==> config.mk <==
export PLATFORM = sky130hd
export DESIGN_NAME = pipe_hazard_ctl_flat
export DESIGN_NICKNAME = d
export VERILOG_FILES = /design/src/rtl/pipe_hazard_ctl_pkg.sv /design/src/rtl/pipe_hazard_ctl_if.sv /design/src/rtl/hz_shadow_stage.sv /design/src/rtl/pipe_hazard_ctl.sv /design/src/flat_wrapper.sv
export SDC_FILE = /design/constraint.sdc
export NUM_CORES = 1
export LEC_CHECK = 0
export BUFFER_PORTS_ARGS = -buffer_cell sky130_fd_sc_hd__buf_2
export CORE_AREA = 10 10 70 72
export DETAILED_ROUTE_END_ITERATION = 8
export DIE_AREA = 0 0 80 82
export GPL_ROUTABILITY_DRIVEN = 0
export GPL_TIMING_DRIVEN = 0
export PLACE_DENSITY = 0.84
export SLEW_MARGIN = 20
export SYNTH_ARGS = -nofsm -noshare
export SYNTH_HDL_FRONTEND = slang
export SYNTH_SLANG_ARGS = --single-unit
export TNS_END_PERCENT = 100
==> constraint.sdc <==
create_clock -name clock -period 2.3 [get_ports clock]
set_input_delay 0.46 -clock clock [delete_from_list [all_inputs] [get_ports clock]]
set_output_delay 0.46 -clock clock [all_outputs]
set_load 0.005 [all_outputs]
==> src/rtl/pipe_hazard_ctl_pkg.sv <==
// Shared pipeline definitions: operand-select encodings used by the hazard
// unit and the ID-stage operand muxes, plus the shadow-stage record.
package pipe_hazard_ctl_pkg;

   localparam logic [1:0] FWD_REG  = 2'b00;
   localparam logic [1:0] FWD_EALU = 2'b01;
   localparam logic [1:0] FWD_MALU = 2'b10;
   localparam logic [1:0] FWD_MMEM = 2'b11;

   localparam logic [15:0] STALLCNT_MAX = 16'hFFFF;

   typedef struct packed {
      logic       wreg;
      logic       m2reg;
      logic [4:0] rn;
   } shadow_t;

   localparam shadow_t SHADOW_BUBBLE = '{wreg: 1'b0, m2reg: 1'b0, rn: 5'd0};

   // True when stage s writes a non-zero register that the D operand r reads.
   function automatic logic src_hit(input shadow_t s, input logic uses, input logic [4:0] r);
      return uses && s.wreg && (s.rn != 5'd0) && (s.rn == r);
   endfunction

endpackage

==> src/rtl/pipe_hazard_ctl_if.sv <==
// D-stage hazard bus between the decode stage (master) and the hazard
// controller (slave).
interface pipe_hazard_ctl_if;

   logic [4:0]  drs;
   logic [4:0]  drt;
   logic        dusers;
   logic        dusert;
   logic        dwreg;
   logic        dm2reg;
   logic [4:0]  drn;
   logic        flush;
   logic [1:0]  fwda;
   logic [1:0]  fwdb;
   logic        stall;
   logic [15:0] stallcnt;

   modport master (
      output drs, drt, dusers, dusert, dwreg, dm2reg, drn, flush,
      input  fwda, fwdb, stall, stallcnt
   );

   modport slave (
      input  drs, drt, dusers, dusert, dwreg, dm2reg, drn, flush,
      output fwda, fwdb, stall, stallcnt
   );

endinterface

==> src/rtl/hz_shadow_stage.sv <==
// One shadow pipeline stage holding the destination info (wreg, m2reg, rn)
// of the instruction in that stage; a bubble loads all zeros.
module hz_shadow_stage
   import pipe_hazard_ctl_pkg::*;
(
   input  logic    clock,
   input  logic    reset,
   input  logic    bubble,
   input  shadow_t d_in,
   output shadow_t q_out
);

   shadow_t info_d;
   shadow_t info_q;

   // Select next stage contents: incoming instruction or a bubble.
   always_comb begin
      info_d = SHADOW_BUBBLE;
      if (bubble) begin
         info_d = SHADOW_BUBBLE;
      end else begin
         info_d = d_in;
      end
   end

   // Stage register with synchronous reset.
   always_ff @(posedge clock) begin
      if (reset) begin
         info_q <= SHADOW_BUBBLE;
      end else begin
         info_q <= info_d;
      end
   end

   assign q_out = info_q;

endmodule

==> src/rtl/pipe_hazard_ctl.sv <==
// Hazard controller: forwarding selects and load-use stall for the D stage,
// computed combinationally from E/M shadow stages, plus a saturating stall
// counter.
module pipe_hazard_ctl
   import pipe_hazard_ctl_pkg::*;
(
   input logic               clock,
   input logic               reset,
   pipe_hazard_ctl_if.slave  hz
);

   shadow_t d_info_s;
   shadow_t e_info_s;
   shadow_t m_info_s;
   logic    e_bubble_s;
   logic    load_use_s;
   logic    stall_s;
   logic [1:0]  fwda_s;
   logic [1:0]  fwdb_s;
   logic [15:0] stallcnt_d;
   logic [15:0] stallcnt_q;

   assign d_info_s = '{wreg: hz.dwreg, m2reg: hz.dm2reg, rn: hz.drn};

   // A stalled or flushed D instruction must not enter E.
   assign e_bubble_s = stall_s | hz.flush;

   hz_shadow_stage u_e_stage (
      .clock  (clock),
      .reset  (reset),
      .bubble (e_bubble_s),
      .d_in   (d_info_s),
      .q_out  (e_info_s)
   );

   hz_shadow_stage u_m_stage (
      .clock  (clock),
      .reset  (reset),
      .bubble (1'b0),
      .d_in   (e_info_s),
      .q_out  (m_info_s)
   );

   // Load-use detection; a flushed D instruction never stalls.
   always_comb begin
      load_use_s = e_info_s.m2reg &&
                   (src_hit(e_info_s, hz.dusers, hz.drs) ||
                    src_hit(e_info_s, hz.dusert, hz.drt));
      stall_s = 1'b0;
      if (hz.flush) begin
         stall_s = 1'b0;
      end else begin
         stall_s = load_use_s;
      end
   end

   // Operand A select: E ALU result beats M, M ALU beats M memory data.
   always_comb begin
      fwda_s = FWD_REG;
      if (src_hit(e_info_s, hz.dusers, hz.drs) && !e_info_s.m2reg) begin
         fwda_s = FWD_EALU;
      end else if (src_hit(m_info_s, hz.dusers, hz.drs) && !m_info_s.m2reg) begin
         fwda_s = FWD_MALU;
      end else if (src_hit(m_info_s, hz.dusers, hz.drs)) begin
         fwda_s = FWD_MMEM;
      end else begin
         fwda_s = FWD_REG;
      end
   end

   // Operand B select, same priority as operand A.
   always_comb begin
      fwdb_s = FWD_REG;
      if (src_hit(e_info_s, hz.dusert, hz.drt) && !e_info_s.m2reg) begin
         fwdb_s = FWD_EALU;
      end else if (src_hit(m_info_s, hz.dusert, hz.drt) && !m_info_s.m2reg) begin
         fwdb_s = FWD_MALU;
      end else if (src_hit(m_info_s, hz.dusert, hz.drt)) begin
         fwdb_s = FWD_MMEM;
      end else begin
         fwdb_s = FWD_REG;
      end
   end

   // Next stall count, saturating at all-ones.
   always_comb begin
      stallcnt_d = stallcnt_q;
      if (stall_s && (stallcnt_q != STALLCNT_MAX)) begin
         stallcnt_d = stallcnt_q + 16'd1;
      end else begin
         stallcnt_d = stallcnt_q;
      end
   end

   // Stall counter register; reset overrides any pending stall.
   always_ff @(posedge clock) begin
      if (reset) begin
         stallcnt_q <= 16'd0;
      end else begin
         stallcnt_q <= stallcnt_d;
      end
   end

   assign hz.fwda     = fwda_s;
   assign hz.fwdb     = fwdb_s;
   assign hz.stall    = stall_s;
   assign hz.stallcnt = stallcnt_q;

endmodule

==> src/flat_wrapper.sv <==
// flat-port wrapper written by rule: the top's interface ports become plain ports
module pipe_hazard_ctl_flat import pipe_hazard_ctl_pkg::*;
  (clock, reset, hz_drs, hz_drt, hz_dusers, hz_dusert, hz_dwreg, hz_dm2reg, hz_drn, hz_flush, hz_fwda, hz_fwdb, hz_stall, hz_stallcnt);
  pipe_hazard_ctl_if hz_i ();
  input logic clock;
  input logic reset;
  input wire logic [$bits(hz_i.drs)-1:0] hz_drs;
  input wire logic [$bits(hz_i.drt)-1:0] hz_drt;
  input wire logic [$bits(hz_i.dusers)-1:0] hz_dusers;
  input wire logic [$bits(hz_i.dusert)-1:0] hz_dusert;
  input wire logic [$bits(hz_i.dwreg)-1:0] hz_dwreg;
  input wire logic [$bits(hz_i.dm2reg)-1:0] hz_dm2reg;
  input wire logic [$bits(hz_i.drn)-1:0] hz_drn;
  input wire logic [$bits(hz_i.flush)-1:0] hz_flush;
  output wire logic [$bits(hz_i.fwda)-1:0] hz_fwda;
  output wire logic [$bits(hz_i.fwdb)-1:0] hz_fwdb;
  output wire logic [$bits(hz_i.stall)-1:0] hz_stall;
  output wire logic [$bits(hz_i.stallcnt)-1:0] hz_stallcnt;
  assign hz_i.drs = hz_drs;
  assign hz_i.drt = hz_drt;
  assign hz_i.dusers = hz_dusers;
  assign hz_i.dusert = hz_dusert;
  assign hz_i.dwreg = hz_dwreg;
  assign hz_i.dm2reg = hz_dm2reg;
  assign hz_i.drn = hz_drn;
  assign hz_i.flush = hz_flush;
  assign hz_fwda = hz_i.fwda;
  assign hz_fwdb = hz_i.fwdb;
  assign hz_stall = hz_i.stall;
  assign hz_stallcnt = hz_i.stallcnt;
  pipe_hazard_ctl u_core (.clock(clock), .reset(reset), .hz(hz_i));
endmodule
==> flow_metrics.tcl <==
set metrics [dict create \
    pwr-share-comb 0.098 \
    io_pins 43 \
    leakage_nw 0.892 \
    p_sw_frac 0.241 \
    cts_tree "yes" \
    path_buf_inv 2 \
    antenna_found_initial 0 \
    tightest_slew_ps 591 \
    numPortBuffers 41 \
    synth_top_area_frac 0.368 \
    worstRegToRegCells 9 \
    antenna_cells 0 \
    synth.avg_cell_area_um2 8.86 \
    syn_nets 207 \
    fp.dieW_um 80 \
    numClockSinks 30 \
    num_rows 22 \
    ant_nets 0 \
    fin_ws_ps -92.9 \
    setup_viol 4 \
    synth_cell_type_count 44 \
    dr_wl_met3_um 363 \
    stdcell_area_um2 2180 \
    drtIter0Drc 196 \
    crit_fanout 4 \
    failed_checks "setup timing" \
    cp_top_family "simple AND/OR/NAND/NOR gates" \
    worstSkewPairLatency_ps 330 \
    cp_num_cells 7 \
    coreArea_um2 3580 \
    fin_util 0.608 \
    wl_met1_mm 1.91 \
    slew_headroom 0.606 \
    grt_pass1_wl_mm 7.10 \
    cts.path.max_buffers 2 \
    synth_seq_cells 30 \
    synth.largest_area_cell "dfxtp_1" \
    required_ps 1840 \
    ys.flop_type "dfxtp_1" \
    start_util 0.456 \
    finClkSkew_ps 14.4 \
    endpoint_kind "primary output" \
    dp_hpwl_mm 3.27 \
    p_clk_frac 0.392 \
    grt_setup_unrepaired "true" \
    status "complete, but fails checks" \
    max_freq_mhz 418 \
    worstSetupStartpoint "u_core.u_e_stage.q_out[1]" \
    final_cell_mix "buf_2, dfxtp_1, xor2_1" \
    ys_seq_area_frac 0.368 \
    ir_worst_vdd_mv 0.267 \
    layout_commonest_cell "buf_2" \
    final.period_utilization 1.04 \
    root_buffer "clkbuf_4" \
    grt_max_degree 11 \
    start_kind "flop" \
    clk_pin_slew_ps 90 \
    slew_viol_final 0 \
    layout-drive-gt1-share 0.391 \
    hold_path.startpoint "hz_dm2reg" \
    p_sw_mw 0.254 \
    arrival_ps 1930 \
    routed.top_layer "met4" \
    wl_mm 4.69 \
    track_usage 0.135 \
    maxCapViolations 0 \
    hold_violations 0 \
    syn_area_um2 1630 \
    fin_nets 265 \
    p_per_area_nw_per_um2 483 \
    drt_pass1_iterations 5 \
    period_needed_ps 2390 \
    crit_slowest_cell "dfxtp_4" \
    path_cells "xor2_1, nor4_1, and3_2, buf_6, nor3b_4, a21o_1, buf_2" \
    path_class "reg -> out" \
    hold_path.class "in -> reg" \
    critPathMaxStageDelay_ps 360 \
    vias 1628 \
    synthArstFlopShare 0 \
    drc 0 \
    wire_per_inst_um 16.1 \
    post_dp_cell_area_um2 1900 \
    ys_warn_count 0 \
    worst_hold_path.num_cells 2 \
    viasPerCell 5.59 \
    synth_enable_flop_cells 0 \
    die_h_um 82 \
    met2_length_mm 2.30 \
    timing.rr.start "u_core.u_e_stage.q_out[1]" \
    grt_pass1_vias 1519 \
    area_delta_synth_final_pct 33.5 \
    synth_area_leaders "dfxtp_1, xor2_1, nor2b_1" \
    dieArea_um2 6560 \
    cts_made_buffers 5 \
    cts_htree_levels 2 \
    intPower_mw 0.798 \
    netlist_instances 184 \
    grt.overflow.total 0 \
    pwr-share-seq 0.510 \
]
## path summary, 6_finish.rpt
kind / slack, ps / to
worst max-delay path: -90 / hz_fwdb[0]
worst min-delay path: 330 / u_core.u_e_stage.q_out[5]
worst max register to register: 50 / u_core.hz.stallcnt[15]
worst min register to register: 520 / u_core.u_m_stage.q_out[1]
## cells in the mapped netlist (all sizes together), types with 4 or more instances
library cell and count:
nor2 15, and2 8, nor3 6, nand3 7
a21oi 7, nand4 4, dfxtp 30, or4 7
nand2 6, nor4 6, xnor2 7, xor2 15
clkbuf 4, nor2b 11, o21ai 7
## kinds of logic after synthesis
group | share of synthesized area
AO/OA/AOI/OAI | 0.121
AND/OR/NAND/NOR | 0.322
buffers and inverters | 0.0292
flip-flops | 0.368
adder cells (fa/ha/maj) | 0.00767
XOR/XNOR | 0.118
multiplexers | 0.0330
## per-layer routing
| layer | track usage | up-vias |
|---|---|---|
| met5 | 0 | - |
| met4 | 0.0651 | 0 |
| met3 | 0.0371 | 13 |
| met2 | 0.226 | 66 |
| met1 | 0.157 | 764 |
| li1 | - | 785 |
## through the flow
stage | setup TNS [ps] | hold slack [ps] | std cells | worst slack, ps | power [mW]
after floorplan | 0 | 487 | 184 | 76.7 | 0.597
after global placement | -1560 | 486 | 273 | -327 | 0.630
after detailed placement | -2410 | 494 | 273 | -387 | 0.634
after CTS | -103 | 314 | 287 | -56.3 | 1.06
after global routing | -588 | 317 | 291 | -151 | 1.09
final | -218 | 327 | 291 | -92.9 | 1.05
## layout make-up
type	instances	area, um^2
clock inverters	3	40.0
plain buffers	6	37.5
repair buffers	52	292
clock buffers	5	37.5
well taps	48	60.1
inverters	3	11.3
flip-flops and latches	30	622
multi-input cells	144	1080
fillers	294	1400
## registers in the layout (all words and copies together) (netlist names)
signal                  cells
u_core.u_m_stage.q_out      7
u_core.u_e_stage.q_out      7
u_core.hz.stallcnt         16
## power groups by stage
stage / registers, mW / logic, mW / clock network (mW)
finish: 0.536 / 0.103 / 0.413
global route: 0.537 / 0.112 / 0.439
CTS: 0.538 / 0.0956 / 0.421
detailed placement: 0.550 / 0.0841 / 0
global placement: 0.550 / 0.0804 / 0
floorplan: 0.547 / 0.0495 / 0
## repair_timing
item | in CTS | in global routing
hold buffers | 0 | 0
setup endpoints to repair | 11 | 11
resized for setup | 23 | 14
buffers inserted | 6 | 5
pin swaps | 6 | 7
No activity file was read; power rests on OpenSTA's default activity.
